`src/rtl/tl_lamp_monitor.sv`:
```
// Receiving-end checker for the R/Y/G lamp lines: filters, decodes, times and order-checks phases.
// Define MON_CYCLE_CNT_EN to build the completed-cycle counter; otherwise cycle_count is tied to 0.
module tl_lamp_monitor #(
  parameter int TICK_CYC     = 50_000_000,
  parameter int GLITCH_CYC   = 4,
  parameter int RED_TICKS    = 20,
  parameter int GREEN_TICKS  = 20,
  parameter int YELLOW_TICKS = 20,
  parameter int TOL_TICKS    = 1,
  parameter int DARK_TICKS   = 2
) (
  input  logic        clk,
  input  logic        reset,
  input  logic        red,
  input  logic        yellow,
  input  logic        green,
  input  logic        err_clr,
  output logic [1:0]  phase,
  output logic [6:0]  dwell,
  output logic        fault,
  output logic [2:0]  fault_code,
  output logic [15:0] cycle_count
);
  localparam int TW = (TICK_CYC > 1) ? $clog2(TICK_CYC) : 1;
  localparam int GW = $clog2(GLITCH_CYC + 1);
  localparam logic [1:0] PH_R = 2'b00, PH_G = 2'b01, PH_Y = 2'b10, PH_N = 2'b11;

  typedef enum logic [1:0] {SYNC, TRACK, FLT} st_t;
  st_t st, st_nxt;

  logic [2:0]    s1, s2, cand, acc;
  logic [GW-1:0] gcnt;
  logic          acc_vld, acc_take, acc_evt;
  logic [TW-1:0] tcnt;
  logic          tick;
  logic [1:0]    cur, new_ph;
  logic          chk, new_lit, new_conf, lit_now, in_dark, ord_ok;
  logic          flt, run_en, enter_lit;
  logic [2:0]    flt_code;
  logic [6:0]    dwell_inc;
  int            lo, hi;

  function automatic logic [1:0] dec(input logic [2:0] p);
    case (p)
      3'b100:  return PH_R;
      3'b001:  return PH_G;
      3'b010:  return PH_Y;
      default: return PH_N;
    endcase
  endfunction

  function automatic logic [1:0] succ(input logic [1:0] ph);
    case (ph)
      PH_R:    return PH_G;
      PH_G:    return PH_Y;
      default: return PH_R;
    endcase
  endfunction

  function automatic int exp_of(input logic [1:0] ph);
    case (ph)
      PH_R:    return RED_TICKS;
      PH_G:    return GREEN_TICKS;
      default: return YELLOW_TICKS;
    endcase
  endfunction

  // Pattern {red,yellow,green}: 2-flop sync, then accept after GLITCH_CYC identical samples.
  always_ff @(posedge clk) begin
    if (!reset) begin
      s1      <= '0;
      s2      <= '0;
      cand    <= '0;
      gcnt    <= '0;
      acc     <= '0;
      acc_vld <= 1'b0;
    end else begin
      s1   <= {red, yellow, green};
      s2   <= s1;
      cand <= s2;
      if (s2 != cand)                   gcnt <= GW'(1);
      else if (gcnt != GW'(GLITCH_CYC)) gcnt <= gcnt + 1'b1;
      if (acc_take) begin
        acc     <= s2;
        acc_vld <= 1'b1;
      end
    end
  end

  assign acc_take  = (s2 == cand) && (gcnt == GW'(GLITCH_CYC - 1));
  assign acc_evt   = acc_take && (!acc_vld || (s2 != acc));
  assign tick      = (tcnt == TW'(TICK_CYC - 1));
  assign new_ph    = dec(s2);
  assign new_lit   = (new_ph != PH_N);
  assign new_conf  = ($countones(s2) > 1);
  assign lit_now   = acc_vld && (dec(acc) != PH_N);
  assign in_dark   = acc_vld && (acc == 3'b000);
  assign dwell_inc = (tick && (dwell != 7'd127)) ? dwell + 7'd1 : dwell;

  // Fault detection, highest priority first. A dark gap is a pause: order is
  // checked against the last lit phase, and returning to that same phase is legal.
  always_comb begin
    flt      = 1'b0;
    flt_code = 3'd0;
    lo       = exp_of(cur) - TOL_TICKS;
    hi       = exp_of(cur) + TOL_TICKS;
    ord_ok   = lit_now ? (new_ph == succ(cur)) : ((new_ph == succ(cur)) || (new_ph == cur));
    if ((st != FLT) && !err_clr) begin
      if (acc_evt && new_conf) begin
        flt = 1'b1; flt_code = 3'd1;
      end else if (in_dark && !acc_evt && (int'(dwell_inc) >= DARK_TICKS)) begin
        flt = 1'b1; flt_code = 3'd2;
      end else if (st == TRACK) begin
        if (acc_evt && new_lit && !ord_ok) begin
          flt = 1'b1; flt_code = 3'd3;
        end else if (acc_evt && new_lit && lit_now && chk && (int'(dwell) < lo)) begin
          flt = 1'b1; flt_code = 3'd4;
        end else if (acc_evt && new_lit && lit_now && chk && (int'(dwell) > hi)) begin
          flt = 1'b1; flt_code = 3'd5;
        end else if (!acc_evt && lit_now && chk && (int'(dwell_inc) > hi)) begin
          flt = 1'b1; flt_code = 3'd5;
        end
      end
    end
  end

  always_comb begin
    st_nxt = st;
    if (err_clr)                               st_nxt = SYNC;
    else if (flt)                              st_nxt = FLT;
    else if ((st == SYNC) && acc_evt && new_lit) st_nxt = TRACK;
  end

  always_comb begin
    run_en    = (st != FLT) && !err_clr;
    enter_lit = run_en && !flt && acc_evt && new_lit;
  end

  always_ff @(posedge clk) begin
    if (!reset) begin
      st         <= SYNC;
      phase      <= PH_N;
      dwell      <= '0;
      tcnt       <= '0;
      fault      <= 1'b0;
      fault_code <= 3'd0;
      cur        <= PH_R;
      chk        <= 1'b0;
    end else begin
      st <= st_nxt;
      if (acc_evt) phase <= new_ph;
      if (err_clr) begin
        fault      <= 1'b0;
        fault_code <= 3'd0;
        dwell      <= '0;
        tcnt       <= '0;
        chk        <= 1'b0;
      end else if (run_en) begin
        tcnt  <= (acc_evt || tick) ? '0 : tcnt + 1'b1;
        dwell <= acc_evt ? '0 : dwell_inc;
        if (flt) begin
          fault      <= 1'b1;
          fault_code <= flt_code;
        end
        if (enter_lit) begin
          cur <= new_ph;
          chk <= (st == TRACK) && (lit_now || (new_ph != cur));
        end
      end
    end
  end

`ifdef MON_CYCLE_CNT_EN
  logic prev_chk;
  always_ff @(posedge clk) begin
    if (!reset) begin
      prev_chk    <= 1'b0;
      cycle_count <= '0;
    end else if (err_clr) begin
      prev_chk <= 1'b0;
    end else if (enter_lit) begin
      prev_chk <= (st == TRACK) && lit_now && chk;
      if ((st == TRACK) && lit_now && (cur == PH_Y) && (new_ph == PH_R) && chk && prev_chk &&
          (cycle_count != 16'hFFFF))
        cycle_count <= cycle_count + 16'd1;
    end
  end
`else
  assign cycle_count = 16'd0;
`endif

endmodule

```
`config.mk`:
```
export PLATFORM = sky130hd
export DESIGN_NAME = tl_lamp_monitor
export DESIGN_NICKNAME = d
export VERILOG_FILES = /design/src/rtl/tl_lamp_monitor.sv
export SDC_FILE = /design/constraint.sdc
export NUM_CORES = 1
export LEC_CHECK = 0
export CAP_MARGIN = 10
export CORE_ASPECT_RATIO = 0.8
export CORE_MARGIN = 2
export CORE_UTILIZATION = 57
export CTS_CLUSTER_DIAMETER = 150
export DETAILED_ROUTE_END_ITERATION = 12
export PLACE_DENSITY = 0.88
export SETUP_SLACK_MARGIN = 0.1
export SLEW_MARGIN = 20
export SYNTH_ARGS = -nofsm -noshare
export SYNTH_HDL_FRONTEND = slang
export SYNTH_SLANG_ARGS = --single-unit
export TNS_END_PERCENT = 1
```
`constraint.sdc`:
```
create_clock -name clk -period 3.3 [get_ports clk]
set_input_delay 0.495 -clock clk [delete_from_list [all_inputs] [get_ports clk]]
set_output_delay 0.495 -clock clk [all_outputs]
set_load 0.02 [all_outputs]
```
After elaboration in Yosys (flattened, before gate mapping):

Index checks and enable logic that the tools add are counted.
W data, S select, Z words.

* output and inout port bits: 29
* input bits: 6
* register bits: 60
* logic and storage cells: 119

* add/subtract/negate cells: 5
* equality and inequality tests: 21
* bitwise operators: 2
* mux-type cells: 26
* order comparisons: 5
* reductions and logical operators: 44

Operator list (count)
* $add A26 B1 Y26 const B: 1
* $eq A26 B26 Y1 const B: 1
* $mux W26: 1
* $logic_and A1 B1 Y1: 24
* $mux W3: 7
* $gt A7 B5 Y1 const B: 2
* $mux W7: 2
* $pmux W2 S3: 2
* $mux W1: 11
* $eq A3 B2 Y1 const B: 3
* $add A7 B1 Y7 const B: 1
* $ge A7 B2 Y1 const B: 1
* $lt A7 B5 Y1 const B: 1
* $ne A7 B7 Y1 const B: 1
* $eq A3 B1 Y1 const B: 2
* $eq A3 B3 Y1 const B: 2
* $ne A2 B2 Y1 const B: 3
* $ne A3 B3 Y1: 2
* $logic_not A1 Y1: 5
* $eq A2 B1 Y1 const B: 2
* $eq A2 B2 Y1: 2
* $logic_not A2 Y1: 2
* $logic_or A1 B1 Y1: 4
* $mux W2: 2
* other kinds (15): 19

Longest topological paths before layout:

* depth after elaboration: 20
* depth in mapped cells: 11
* gate-level depth less buffers: 10

Worst setup path after synthesis:

Ideal clock, no wire load.

* path kind: reg-to-reg
* start point: reg dwell[0]
* end point: reg cur[0]
* cell stages (with the launch flop): 12
* setup slack: 0.585 ns
* period minus slack after synthesis: 2.715 ns
* arrival: 2.596 ns
* library setup time: 0.119 ns
* buffers on the path: 2
* cells stage by stage: dfxtp_1 -> ha_1 -> buf_2 -> and2_0 -> clkbuf_1 -> xnor2_1 -> and3_1 -> a22o_1 -> a31oi_1 -> or2_1 -> or4_4 -> o221a_1

* cells in the longest elaborated chain, start to end: 18
* elaborated cells on any way between the ends: 25
* classes of those cells: 1 x add/sub; 4 x order compare; 1 x eq/ne; 9 x mux; 10 x reduce/logical

Ends and longest elaborated chain
* start, declared: line 19 `output logic [6:0] dwell,`
* start signal, assigned: line 160 `dwell <= acc_evt ? '0 : dwell_inc;`
* branches (longest 10 deep; another with $add A7 B1 Y7)
* $mux W1 *: line 111 `end else if (in_dark && !acc_evt && (int'(dwell_inc) >= DARK_TICKS)) begin`
* $mux W1 *: line 109 `if (acc_evt && new_conf) begin`
* $mux W1 *: line 108 `if ((st != FLT) && !err_clr) begin`
* $logic_not A1 Y1 *: line 136 `enter_lit = run_en && !flt && acc_evt && new_lit;`
* $logic_and A1 B1 Y1 * (3 in series): line 136
* $reduce_and A3 Y1 (no source line) *
* end signal, assigned: line 166 `cur <= new_ph;`
* end, declared: line 36 `logic [1:0] cur, new_ph;`

Mark *: on every way between the ends.
A chain may end at the register's enable or synchronous reset.

Worst setup path after layout:

* start point: reg dwell[0]
* end point: reg cur[1]

Same word-level chain as after synthesis.

==> run metrics <==
CTS tree yes; DR vias/cell ~5.8; TNS Setup 0 ns; final max-slew violation count 0; busiest layer in global routing met2; Post-CTS Setup Inserts 0; Buf/Inv on CP 0; synthesized area ~3400 sq um; Post-synth EDFFs 0; Clock transition at path regs 0.07 ns; final WL between 7000 and 8000 um; Worst path depth 9; DR pass1 iterations 5; status finished clean; Slew HR 0.594; pin count of the biggest net entering global routing 26; Design Power ~1.4 mW; Mapped Cells between 400 and 500; All-Layer GR Usage 0.232; Worst Path Arrival about 3.2 ns; Fillers 460; vias in the first global route between 2,000 and 3,000; Fin. Hold Viols 0; Setup Skew between 0.007 and 0.008 ns; Hold Path Depth 1; Chip Height about 73 um; synthesis-to-finish area growth 10.0%; layout cells sized above 1 0.0810; Root Buffer clkbuf_8; met3 demand-to-capacity share in global routing 0.0754; die width ~90 um; grt met1 use 0.322; final antenna-violating net count 0; H-tree levels 3; GP Congestion a little over 0.9; Post-synth ARST share 0; DR iter-0 viols around 340; Pleak around 1.3 nW; Max Cap Viol 0; Top FF cell, synth dfxtp_1; Synth Register Bits 60; Clk Latency, worst-skew pair about 0.34 ns; Congestion Overflow GR 0; Final HPWL DP just over 5000 um; crit end category flip-flop; port bufs 18; Max Clock Freq 343 MHz; Power Dens Cells between 300 and 400 nW/um^2; Max VDD drop 398 uV; R2R cell count 9; CTS Buf Count 9; syn_area_per_cell 8.39 sq um; Max FO, Critical Path 9; Final setup viols 0; crit-path leading delay family simple AND/OR/NAND/NOR gates; Critical Path Source Type flip-flop; slew at the pin with the worst max-slew slack just over 0.6 ns; period utilization 0.883; Yosys Warn Count 0; RSZ-0062 raised after global routing no; synth unique cells 61; Crit Path Class flip-flop to flip-flop; maximum clock insertion buffer count 2; Die Area about 6600 sq um; data required time at the worst endpoint about 3.5 ns; ant diodes 0; worst min path class flip-flop to flip-flop; Ports 35; first-pass GRT wire length approximately 12,000 um; fin crit period roughly 2.9 ns; nets@finish around 430; via count between 2,000 and 3,000; initial core utilization 0.581; core area a little under 6000 sq um; initial antenna violation count 0; Remaining DRCs 0; Slowest-stage cell, CP dfxtp_1; CP Cell Sequence ha_1 > and2_0 > xnor2_1 > and3_1 > a22o_1 > a31oi_1 > or2_1 > or4_4 > o221a_1; register area share after synthesis 0.355; Core Rows 25; routing usage on met2 0.354; Post-Route Utilization 0.639; wire length per cell around 14 um; clock sink count 60; Critical Path Max Stage Delay 0.51 ns
## registers in the layout (all words and copies together), names as in the netlist
register	cells
cur	2
cand	3
phase	2
acc	3
acc_vld	1
dwell	7
s2	3
fault_code	3
chk	1
s1	3
tcnt	26
gcnt	3
fault	1
st	2
## path summary, 6_finish.rpt
path                               start      to  slack [ns]
worst max-delay path            dwell[0]  cur[1]        0.39
worst min-delay path               s1[2]   s2[2]        0.43
worst max register to register  dwell[0]  cur[1]        0.39
worst min register to register     s1[2]   s2[2]        0.43
## synth_stat cells (8+ instances only)
cell      instances  area share
nand3_1          20       0.030
a21oi_1          22       0.033
nor2_1           47       0.052
buf_4            17       0.038
inv_1            12       0.013
o21ai_0          13       0.019
nor2b_1           9       0.017
nor3_1            8       0.012
xnor2_1          12       0.031
and2_1           10       0.019
nand2_1          23       0.026
or3_1             8       0.015
nand4_1          10       0.019
xor2_1           21       0.054
clkbuf_1         11       0.012
dfxtp_1          60        0.36
## layer usage
layer	vias to the layer above	share of wire
met1	1358	0.47
met4	0	0.0099
met2	112	0.45
li1	1417	-
met3	7	0.072
met5	-	0
## cells in the final DEF (no fill, tap or decap), types with 3 or more instances in the layout
cell             instances
conb_1                  16
and2_1                  10
and3_1                   6
a211oi_1                 4
clkinv_2                 3
nand2b_1                 4
nand3_1                 20
xor2_1                  21
o21ai_0                 13
nor3_1                   8
a21oi_1                 22
or3_1                    8
clkdlybuf4s50_1         18
dfxtp_1                 59
a21o_1                   3
ha_1                     7
mux2i_1                  6
xnor2_1                 12
nor2b_1                  9
nand2_1                 23
and4_1                   6
nor3b_1                  3
buf_4                    3
clkbuf_8                11
nand4_1                 10
inv_1                   12
a31oi_1                  7
nor2_1                  47
nand3b_1                 3
## cells by family (layout without fill, tap and decap cells)
logic type / Yosys count / after routing / synth area share
flip-flops: 60 / 60 / 0.355
adder cells (fa/ha/maj): 8 / 8 / 0.0289
multiplexers: 6 / 6 / 0.0178
other: 1 / 16 / 0.00111
buffers and inverters: 47 / 49 / 0.0729
AO/OA/AOI/OAI: 73 / 73 / 0.144
AND/OR/NAND/NOR: 173 / 173 / 0.285
XOR/XNOR: 35 / 35 / 0.0951
## cell type report
type | instances | area (sq um) | share of cell area
multi-input combinational | 311 | 1990 | 0.535
sequential | 60 | 1200 | 0.323
timing repair buffer | 21 | 203 | 0.0545
clock buffer | 12 | 155 | 0.0417
tap | 81 | 101 | 0.0272
inverter | 12 | 45.0 | 0.0121
clock inverter | 4 | 23.8 | 0.00639
## worst register-to-register path: cells and delay by family, from the launching register on
family,cells,cell delay [ns]
flops,1,0.51
simple gates,4,1.23
compound gates,3,0.53
xor+xnor,1,0.15
fa+ha+maj,1,0.39
## where the power goes
group | internal [mW] | leakage [nW] | switching [mW]
Combinational | 0.0324 | 0.716 | 0.0594
Sequential | 0.734 | 0.486 | 0.0114
Clock | 0.311 | 0.0961 | 0.291
## per-stage QoR
stage / cell area, sq um / cells / worst slack, ns / hold slack (ns)
floorplan: 3440 / 418 / 0.585 / 0.412
global placement: 3540 / 485 / 0.492 / 0.414
detailed placement: 3540 / 485 / 0.353 / 0.417
CTS: 3720 / 501 / 0.339 / 0.433
global route: 3720 / 501 / 0.145 / 0.452
finish: 3720 / 501 / 0.385 / 0.432
## repair_timing
| action | CTS | global route |
|---|---|---|
| hold buffers | 0 | 0 |
| resized for setup | 0 | 1 |
| setup endpoints to repair | 0 | 4 |
Note: power is estimated with default switching activity, not from simulation.
